<file path="config.mk">
export PLATFORM = sky130hd
export DESIGN_NAME = fpaddsub_unpack_align
export DESIGN_NICKNAME = d
export VERILOG_FILES = /design/src/rtl/fpaddsub_unpack_align.sv
export SDC_FILE = /design/constraint.sdc
export NUM_CORES = 1
export LEC_CHECK = 0
export CAP_MARGIN = 20
export CORE_MARGIN = 8
export CORE_UTILIZATION = 39
export CTS_CLUSTER_SIZE = 14
export DETAILED_ROUTE_END_ITERATION = 8
export PLACE_DENSITY = 0.64
export REMOVE_ABC_BUFFERS = 1
export SLEW_MARGIN = 20
export SYNTH_ARGS = -nofsm -noshare
export SYNTH_HDL_FRONTEND = slang
export SYNTH_SLANG_ARGS = --single-unit
</file>
<file path="constraint.sdc">
create_clock -name clk -period 2.9 [get_ports clk]
set_input_delay 0.58 -clock clk [delete_from_list [all_inputs] [get_ports clk]]
set_output_delay 0.58 -clock clk [all_outputs]
set_load 0.05 [all_outputs]
</file>
<file path="src/rtl/fpaddsub_unpack_align.sv">
// ---------------------------------------------------------------------------
// fpaddsub_unpack_align
//   Front end of the binary32 add/sub datapath. It unpacks both operands,
//   classifies special values, orders them by magnitude and right-aligns the
//   smaller mantissa with guard/round/sticky bits for the adder stage.
//
//   Stage 1 (registered): unpack, flush denormals, compare, classify.
//   Stage 2 (registered): alignment shift with sticky collection.
//
// Ports
//   clk, rst_n          clock, asynchronous active-low reset
//   InValid / InReady   operand-side handshake
//   A, B, Ctrl          binary32 operands, 0 = A+B, 1 = A-B
//   OutValid / OutReady result-side handshake
//   Sa, Sb, CtrlO       operand signs and control as received
//   MaxAB               1 when |B| > |A| (operands swapped)
//   OpEff               effective subtract
//   MaxE, MaxM          exponent / mantissa (hidden bit included) of larger
//   AlignM              {smaller mantissa >> diff, G, R, S}
//   ExcNaN, ExcInf      special-value result flags
//
// Handshake: a transfer happens on a rising edge where valid & ready are both
// high. Each stage advances when it is empty or its consumer is taking its
// item this cycle (adv2 = ~v2 | OutReady, adv1 = ~v1 | adv2); InReady = adv1.
// A stalled stage holds its contents. InReady depends only on stage state and
// OutReady, never on A/B.
// ---------------------------------------------------------------------------
module fpaddsub_unpack_align #(
    parameter int unsigned SHIFT_SAT = 26
) (
    input  logic        clk,
    input  logic        rst_n,
    input  logic        InValid,
    output logic        InReady,
    input  logic [31:0] A,
    input  logic [31:0] B,
    input  logic        Ctrl,
    output logic        OutValid,
    input  logic        OutReady,
    output logic        Sa,
    output logic        Sb,
    output logic        CtrlO,
    output logic        MaxAB,
    output logic        OpEff,
    output logic [7:0]  MaxE,
    output logic [23:0] MaxM,
    output logic [26:0] AlignM,
    output logic        ExcNaN,
    output logic        ExcInf
);

    localparam logic [7:0] SAT_E = 8'(SHIFT_SAT);

    logic adv1, adv2;

    // ---------------- stage 1: unpack / compare / classify ----------------
    logic        v1_q;
    logic        s1_sa_q, s1_sb_q, s1_ctrl_q, s1_swap_q, s1_opeff_q;
    logic [7:0]  s1_maxe_q, s1_mine_q;
    logic [23:0] s1_maxm_q, s1_minm_q;
    logic        s1_nan_q, s1_inf_q;

    logic [7:0]  ea, eb;
    logic [23:0] ma, mb;
    logic        swap_d, opeff_d, nan_a, nan_b, inf_a, inf_b, nan_d, inf_d;

    always_comb begin
        ea = A[30:23];
        eb = B[30:23];
        // Zero exponent (zero or denormal) flushes the whole mantissa to 0.
        ma = (ea != 8'd0) ? {1'b1, A[22:0]} : 24'd0;
        mb = (eb != 8'd0) ? {1'b1, B[22:0]} : 24'd0;
        swap_d  = {eb, mb} > {ea, ma};
        opeff_d = A[31] ^ B[31] ^ Ctrl;
        nan_a   = (ea == 8'hFF) && (A[22:0] != 23'd0);
        nan_b   = (eb == 8'hFF) && (B[22:0] != 23'd0);
        inf_a   = (ea == 8'hFF) && (A[22:0] == 23'd0);
        inf_b   = (eb == 8'hFF) && (B[22:0] == 23'd0);
        // Opposite infinities under an effective subtract have no value.
        nan_d   = nan_a | nan_b | (inf_a & inf_b & opeff_d);
        inf_d   = ~nan_d & (inf_a | inf_b);
    end

    always_ff @(posedge clk or negedge rst_n) begin
        if (!rst_n) begin
            v1_q       <= 1'b0;
            s1_sa_q    <= 1'b0;
            s1_sb_q    <= 1'b0;
            s1_ctrl_q  <= 1'b0;
            s1_swap_q  <= 1'b0;
            s1_opeff_q <= 1'b0;
            s1_maxe_q  <= 8'd0;
            s1_mine_q  <= 8'd0;
            s1_maxm_q  <= 24'd0;
            s1_minm_q  <= 24'd0;
            s1_nan_q   <= 1'b0;
            s1_inf_q   <= 1'b0;
        end else if (adv1) begin
            v1_q <= InValid;
            if (InValid) begin
                s1_sa_q    <= A[31];
                s1_sb_q    <= B[31];
                s1_ctrl_q  <= Ctrl;
                s1_swap_q  <= swap_d;
                s1_opeff_q <= opeff_d;
                s1_maxe_q  <= swap_d ? eb : ea;
                s1_mine_q  <= swap_d ? ea : eb;
                s1_maxm_q  <= swap_d ? mb : ma;
                s1_minm_q  <= swap_d ? ma : mb;
                s1_nan_q   <= nan_d;
                s1_inf_q   <= inf_d;
            end
        end
    end

    // ---------------- stage 2: alignment shift ----------------------------
    logic        v2_q;
    logic [26:0] align_d;
    logic [26:0] ext, shifted, lost_mask;
    logic [7:0]  diff;

    always_comb begin
        diff      = s1_maxe_q - s1_mine_q;   // ordered, so never negative
        ext       = {s1_minm_q, 3'b000};
        shifted   = ext >> diff;
        lost_mask = (27'd1 << diff) - 27'd1;
        if (diff >= SAT_E) begin
            // Whole mantissa falls past the sticky position.
            align_d = {26'd0, |s1_minm_q};
        end else begin
            align_d = shifted | {26'd0, |(ext & lost_mask)};
        end
    end

    always_ff @(posedge clk or negedge rst_n) begin
        if (!rst_n) begin
            v2_q   <= 1'b0;
            Sa     <= 1'b0;
            Sb     <= 1'b0;
            CtrlO  <= 1'b0;
            MaxAB  <= 1'b0;
            OpEff  <= 1'b0;
            MaxE   <= 8'd0;
            MaxM   <= 24'd0;
            AlignM <= 27'd0;
            ExcNaN <= 1'b0;
            ExcInf <= 1'b0;
        end else if (adv2) begin
            v2_q <= v1_q;
            if (v1_q) begin
                Sa     <= s1_sa_q;
                Sb     <= s1_sb_q;
                CtrlO  <= s1_ctrl_q;
                MaxAB  <= s1_swap_q;
                OpEff  <= s1_opeff_q;
                MaxE   <= s1_maxe_q;
                MaxM   <= s1_maxm_q;
                AlignM <= align_d;
                ExcNaN <= s1_nan_q;
                ExcInf <= s1_inf_q;
            end
        end
    end

    assign adv2     = ~v2_q | OutReady;
    assign adv1     = ~v1_q | adv2;
    assign InReady  = adv1;
    assign OutValid = v2_q;

endmodule

</file>
==> results of run 1 <==
==> per-stage QoR <==
stage / cells / util
after floorplan: 846 / -
after global placement: 1448 / 0.525
after detailed placement: 1448 / 0.525
after CTS: 1506 / 0.594
after global routing: 1516 / 0.614
final: 1516 / 0.614
==> power breakdown <==
| group | switching [µW] | total, µW | internal, µW |
|---|---|---|---|
| Clock | 929 | 2210 | 1290 |
| Combinational | 3580 | 6390 | 2800 |
| Sequential | 315 | 2620 | 2300 |
==> kinds of logic (layout without fill, tap and decap cells) <==
| kind of cell | after synthesis | in the layout |
|---|---|---|
| AO/OA/AOI/OAI | 232 | 233 |
| buffers and inverters | 91 | 412 |
| multiplexers | 83 | 83 |
| adder cells (fa/ha/maj) | 41 | 41 |
| AND/OR/NAND/NOR | 310 | 312 |
| XOR/XNOR | 11 | 11 |
| flip-flops | 139 | 139 |
==> flip-flops by register name, indices dropped and copies added (netlist names), 8 cells and up <==
name and flops:
MaxM 24, MaxE 8, s1_minm_q 24, s1_maxm_q 24
AlignM 27, s1_mine_q 8, s1_maxe_q 8
==> worst max-delay path, delay by kind of cell <==
kind                       cells  cell delay, ns
and+or+nand+nor                6            0.84
buffers and inverters          5            0.76
AOI/OAI and AO/OA              6            1.10
adders and majority gates      1            0.20
==> path summary, 6_finish.rpt <==
| path | start | endpoint | slack [ns] | depth (start not counted) |
|---|---|---|---|---|
| hold reg to reg | s1_sb_q | s1_sb_q | 0.47 | 2 |
| setup / recovery | A[28] | s1_minm_q[17] | -0.31 | 18 |
| hold / removal | rst_n | AlignM[18] | 0.14 | 1 |
| min in group clk | s1_sb_q | s1_sb_q | 0.47 | 2 |
| max in group asynchronous | rst_n | MaxM[20] | 2.07 | 2 |
| setup reg to reg | s1_maxe_q[0] | AlignM[0] | -0.19 | 15 |
==> repair_timing <==
item,CTS,global route
setup buffers,15,12
endpoints found under the setup margin,88,88
gates resized for setup,216,87
pin swaps,69,71
gates cloned,12,2
hold buffers,0,0
==> final cells by class <==
cell class / instances / area, µm² / area share
Inverter: 30 / 113 / 0.00815
Sequential cell: 139 / 3480 / 0.252
Multi-Input combinational cell: 680 / 6000 / 0.434
Tap cell: 285 / 357 / 0.0258
Clock buffer: 18 / 429 / 0.0311
Clock inverter: 14 / 160 / 0.0116
Timing Repair Buffer: 350 / 3280 / 0.238
==> routing by layer <==
| layer | up-vias | global-route usage | part of all wire |
|---|---|---|---|
| met4 | 0 | 0.0858 | 0.030 |
| met5 | - | 0 | 0 |
| met2 | 332 | 0.361 | 0.48 |
| met1 | 4286 | 0.283 | 0.43 |
| li1 | 4050 | - | - |
| met3 | 75 | 0.0558 | 0.064 |
==> synth_stat cells, types with 3 or more instances <==
master	number	area share
a31oi_1	6	0.0042
dfrtp_1	139	0.39
and3_1	26	0.018
o31ai_1	4	0.0034
a21o_1	22	0.019
a221o_1	47	0.053
a22oi_1	3	0.0025
a311oi_1	3	0.0030
o21ai_1	5	0.0028
nand2b_1	8	0.0056
nand2_1	109	0.046
o22ai_1	8	0.0056
or2_1	4	0.0028
o21ai_0	38	0.021
mux4_2	13	0.033
a22o_1	17	0.017
buf_1	6	0.0025
nor3_1	23	0.013
mux2i_1	26	0.029
nand4_1	13	0.0091
nand3_1	22	0.012
nor2b_1	3	0.0021
a21oi_1	34	0.019
ha_1	40	0.056
o2111ai_1	4	0.0039
buf_2	21	0.012
a211oi_1	13	0.011
inv_1	30	0.013
a221oi_1	3	0.0030
mux2_2	44	0.056
nor4_1	18	0.013
and2_1	32	0.022
nor2_1	34	0.014
clkbuf_1	31	0.013
o221ai_1	7	0.0069
xnor2_1	6	0.0059
==> flow_summary.ini, run 1 <==
[floorplanning]
die_area_um2 = 27900
die_w_um = 167
die_h_um = 167
ios = 137
num_rows = 55
initial_core_util = 0.396
coreArea_um2 = 22500

[worst_setup_path]
crit_path_top_delay_cell = nor4_4
arrival_ns = 3.52
worst_ep_required_time_ns = 3.21
critPathMaxStageDelay_ns = 0.30
crit_chain = buf_2, nor4_4, nand2_2, buf_6, buf_12, buf_4, nand2_4, ha_4, nand4_1, nor2_1, a211oi_2, o21ai_1, a21o_1, a21oi_4, o22ai_4, clkbuf_16, and3_4, a221o_1
start_kind = input port
crit_fanout = 6
worstSetupPathType = input port to register
end_kind = register

[logic_synthesis]
ys_ff_latch = 139
synth_ff_type = dfrtp_1
synth_fa_ha_area_frac = 0.0585
synth_edf_count = 0
synth.area.mux_share = 0.118
synth_compound_gate_area_share = 0.196
yosysUniqueCellTypes = 70
synthCells = 907
synth-xor-area-share = 0.0146
ys_async_sr_fraction = 1.00
yosysSeqAreaShare = 0.391
avgSynthCellArea_um2 = 9.81
netlist_area_um2 = 8900
synth_warnings = 0
synth_top_family_by_area = compound AO/OA/AOI/OAI gates
synth_simple_gate_area_frac = 0.179

[global_route]
grt_max_degree = 64
grt_pass1_wl_um = 50500
gr-usage-all-layers = 0.223
antenna_found_initial = 0
grt_pass1_vias = 9122
overflow = 0

[clocking]
root_buffer = clkbuf_16
cts_buffers = 17
cts.path.max_buffers = 2
path_clk_slew_ns = 0.07
cts_sinks = 139
h-tree-depth = 4
insertion_delay_ns = 0.43
cts_tree = built

[sta]
slew_headroom = 0.569
timing_worst_slew_pin_value_ns = 0.640
clock_skew_ns = 0.0123
min_period_ns = 3.21
setup_ws_ns = -0.309
fin_tns_setup_ns = -16.62
fmax_mhz = 312
finalCritPeriodShare = 1.11
drv_slew = 0
hold_viol = 0
rsz0062_at_grt = yes
holdWs_ns = 0.141
setup_violations = 73

[detailed_routing]
vias = 8743
detail_route.drc_violations = 0
drt-total-wl_um = 31900
via_per_inst = 5.77
ant_nets = 0
drtPass1Iterations = 6
wl_per_cell_um = 21.0
drtIter0Drc = 868

[hold_path]
hold_class = input port to asynchronous set/reset pin

[finish]
drive_above_1_share = 0.387
fin_area_um2 = 13800
diodes = 0
nFillCells = 1764
nNetsFinal = 1328
syn2layout_area_growth_pct = 55.3
final_common_cell = buf_4
layout_common_cells = buf_4, dfrtp_1, clkdlybuf4s50_1

[placement]
gp_congestion = 0.921
place_area_um2 = 11800
pre_cts_ws_ns = -1.40
portBuffers = 136
dp.final_hpwl_um = 21800

[run]
drv_cap = 0

[power]
peakVddDrop_mv = 0.501
power_density_nw_per_um2 = 812
p_leak_uw = 0.00610
p_total_uw = 11200

[run_status]
status = finished, violations left
violations = negative setup slack
No activity file was read; power rests on OpenSTA's default activity.
==> run 2: changes to the inputs <==
Settings changed: PLACE_DENSITY 0.64 to 0.62.
Clock period 2.9 ns to 3.2 ns, I/O delays scaled along.
==> flow_summary.ini, run 2 (synthesis results as in run 1) <==
[clocking]
cts_hold_buffers = 0
path_clk_slew_ns = 0.06
cts_tree = built
h-tree-depth = 4
root_buffer = clkbuf_16
cts.path.max_buffers = 2
cts_sinks = 139
cts_buffers = 17
insertion_delay_ns = 0.44

[floorplanning]
num_rows = 55
die_h_um = 167
ios = 137
die_w_um = 167
die_area_um2 = 27900
initial_core_util = 0.396
coreArea_um2 = 22500

[power]
peakVddDrop_mv = 0.448
combPwrFrac = 0.536
power_density_nw_per_um2 = 723
p_leak_uw = 0.00564
p_seq_frac = 0.255
switchingPower_uw = 4060
pwr-share-clk = 0.208
p_int_uw = 5180
switching_share = 0.440

[finish]
final_cells = 1459
largest_reg_flops = 27
drive_above_1_share = 0.302
largest_register = AlignM
final_common_cell = dfrtp_1
syn2layout_area_growth_pct = 43.6
layout_common_cells = dfrtp_1, buf_4, clkdlybuf4s50_1
nNetsFinal = 1271
nFillCells = 1917
diodes = 0
multi_input_area_um2 = 5540
ff_latch_area_um2 = 3480

[sta]
holdWs_ns = 0.191
setup_violations = 53
rsz0062_at_grt = yes
drv_slew = 0
finalCritPeriodShare = 1.02
min_period_ns = 3.28
clock_skew_ns = 0.00923
slew_headroom = 0.577
hold_viol = 0
setup_ws_ns = -0.0765
timing_worst_slew_pin_value_ns = 0.635
fmax_mhz = 305

[worst_setup_path]
end_kind = register
arrival_ns = 3.59
worst_ep_required_time_ns = 3.51
worstSetupPathType = input port to register
crit_fanout = 6
start_kind = input port

[detailed_routing]
ant_nets = 0
drtIter0Drc = 613
wl_per_cell_um = 20.3
detail_route.drc_violations = 0
vias = 8330
via_per_inst = 5.71
drtPass1Iterations = 5
drt-total-wl_um = 29600

[placement]
dp.final_hpwl_um = 21300
dp_cells = 1403
portBuffers = 136
pre_cts_ws_ns = -1.15
gp_congestion = 0.913

[run_status]
violations = negative setup slack
status = finished, violations left

[run]
drv_cap = 0

[global_route]
antenna_found_initial = 0
gr-usage-all-layers = 0.211
grt_pass1_vias = 8621
grt_max_degree = 65
grt_pass1_wl_um = 47600
overflow = 0

[hold_path]
hold_class = input port to asynchronous set/reset pin
-- run 2: cell count changes in the layout (fill, tap and decap cells not counted), sizes merged --
cell	change
buf	-60
bufinv	-2
clkbuf	+2
clkdlybuf4s15	+2
inv	+2
and3	-1
bufbuf	-1
clkdlybuf4s50	+1
dlygate4sd2	+1
o22ai	-1
-- run 2: cell type report --
| type | instances | area share |
|---|---|---|
| Inverter | 30 | 0.00881 |
| Multi-Input combinational cell | 678 | 0.433 |
| Clock buffer | 18 | 0.0344 |
| Clock inverter | 14 | 0.00969 |
| Tap cell | 285 | 0.0279 |
| Timing Repair Buffer | 295 | 0.214 |
| Sequential cell | 139 | 0.272 |
-- run 2: path summary, 6_finish.rpt --
check	start	cells past startpoint	slack, ns	to
max reg2reg	s1_maxe_q[0]	14	0.07	AlignM[0]
min reg2reg	AlignM[2]	2	0.48	AlignM[2]
max in group asynchronous	rst_n	2	2.26	AlignM[11]
min	rst_n	1	0.19	AlignM[26]
max	B[28]	18	-0.08	s1_minm_q[3]
min in group clk	AlignM[2]	2	0.48	AlignM[2]
-- run 2: layer usage --
layer | vias to the layer above | GRT usage | part of all wire
met4 | 0 | 0.0760 | 0.026
met5 | - | 0 | 0
met1 | 4015 | 0.276 | 0.44
met2 | 313 | 0.336 | 0.47
li1 | 3942 | - | -
met3 | 60 | 0.0494 | 0.064
-- run 2: power groups by stage --
stage	Combinational, µW	Sequential, µW	Clock [µW]
after global placement	4680	2370	0
after global routing	5340	2400	2030
after floorplan	2480	2890	0
after CTS	4830	2360	1950
final	4960	2360	1920
after detailed placement	4700	2380	0
-- run 2: critical path, cell delays in order --
cell and delay [ns]:
buf_2 0.12, nor4_4 0.27, nand2_2 0.12, buf_6 0.16, buf_4 0.14, and2_4 0.16, ha_4 0.26, nand4_1 0.12
nor2_1 0.16, a211oi_2 0.05, o21ai_1 0.19, a21o_1 0.17, a21oi_2 0.07, o22ai_4 0.24, buf_12 0.18, nor2_2 0.05
buf_6 0.14, a221o_1 0.34
-- run 2: per-stage QoR --
step / setup TNS, ns / power (µW) / cell area [µm²] / util
after floorplan: -163.42 / 5370 / 8630 / -
after global placement: -67.94 / 7050 / 11500 / 0.510
after detailed placement: -68.95 / 7090 / 11500 / 0.510
after CTS: -0.0256 / 9140 / 12500 / 0.554
after global routing: -8.26 / 9760 / 12800 / 0.568
final: -2.40 / 9240 / 12800 / 0.568
-- run 2: timing repair --
action,in CTS,in global routing
cloned,3,3
pin swaps,35,37
setup buffers,18,1
endpoints found under the setup margin,68,80
endpoints found under the hold margin,0,0
resized for setup,106,66
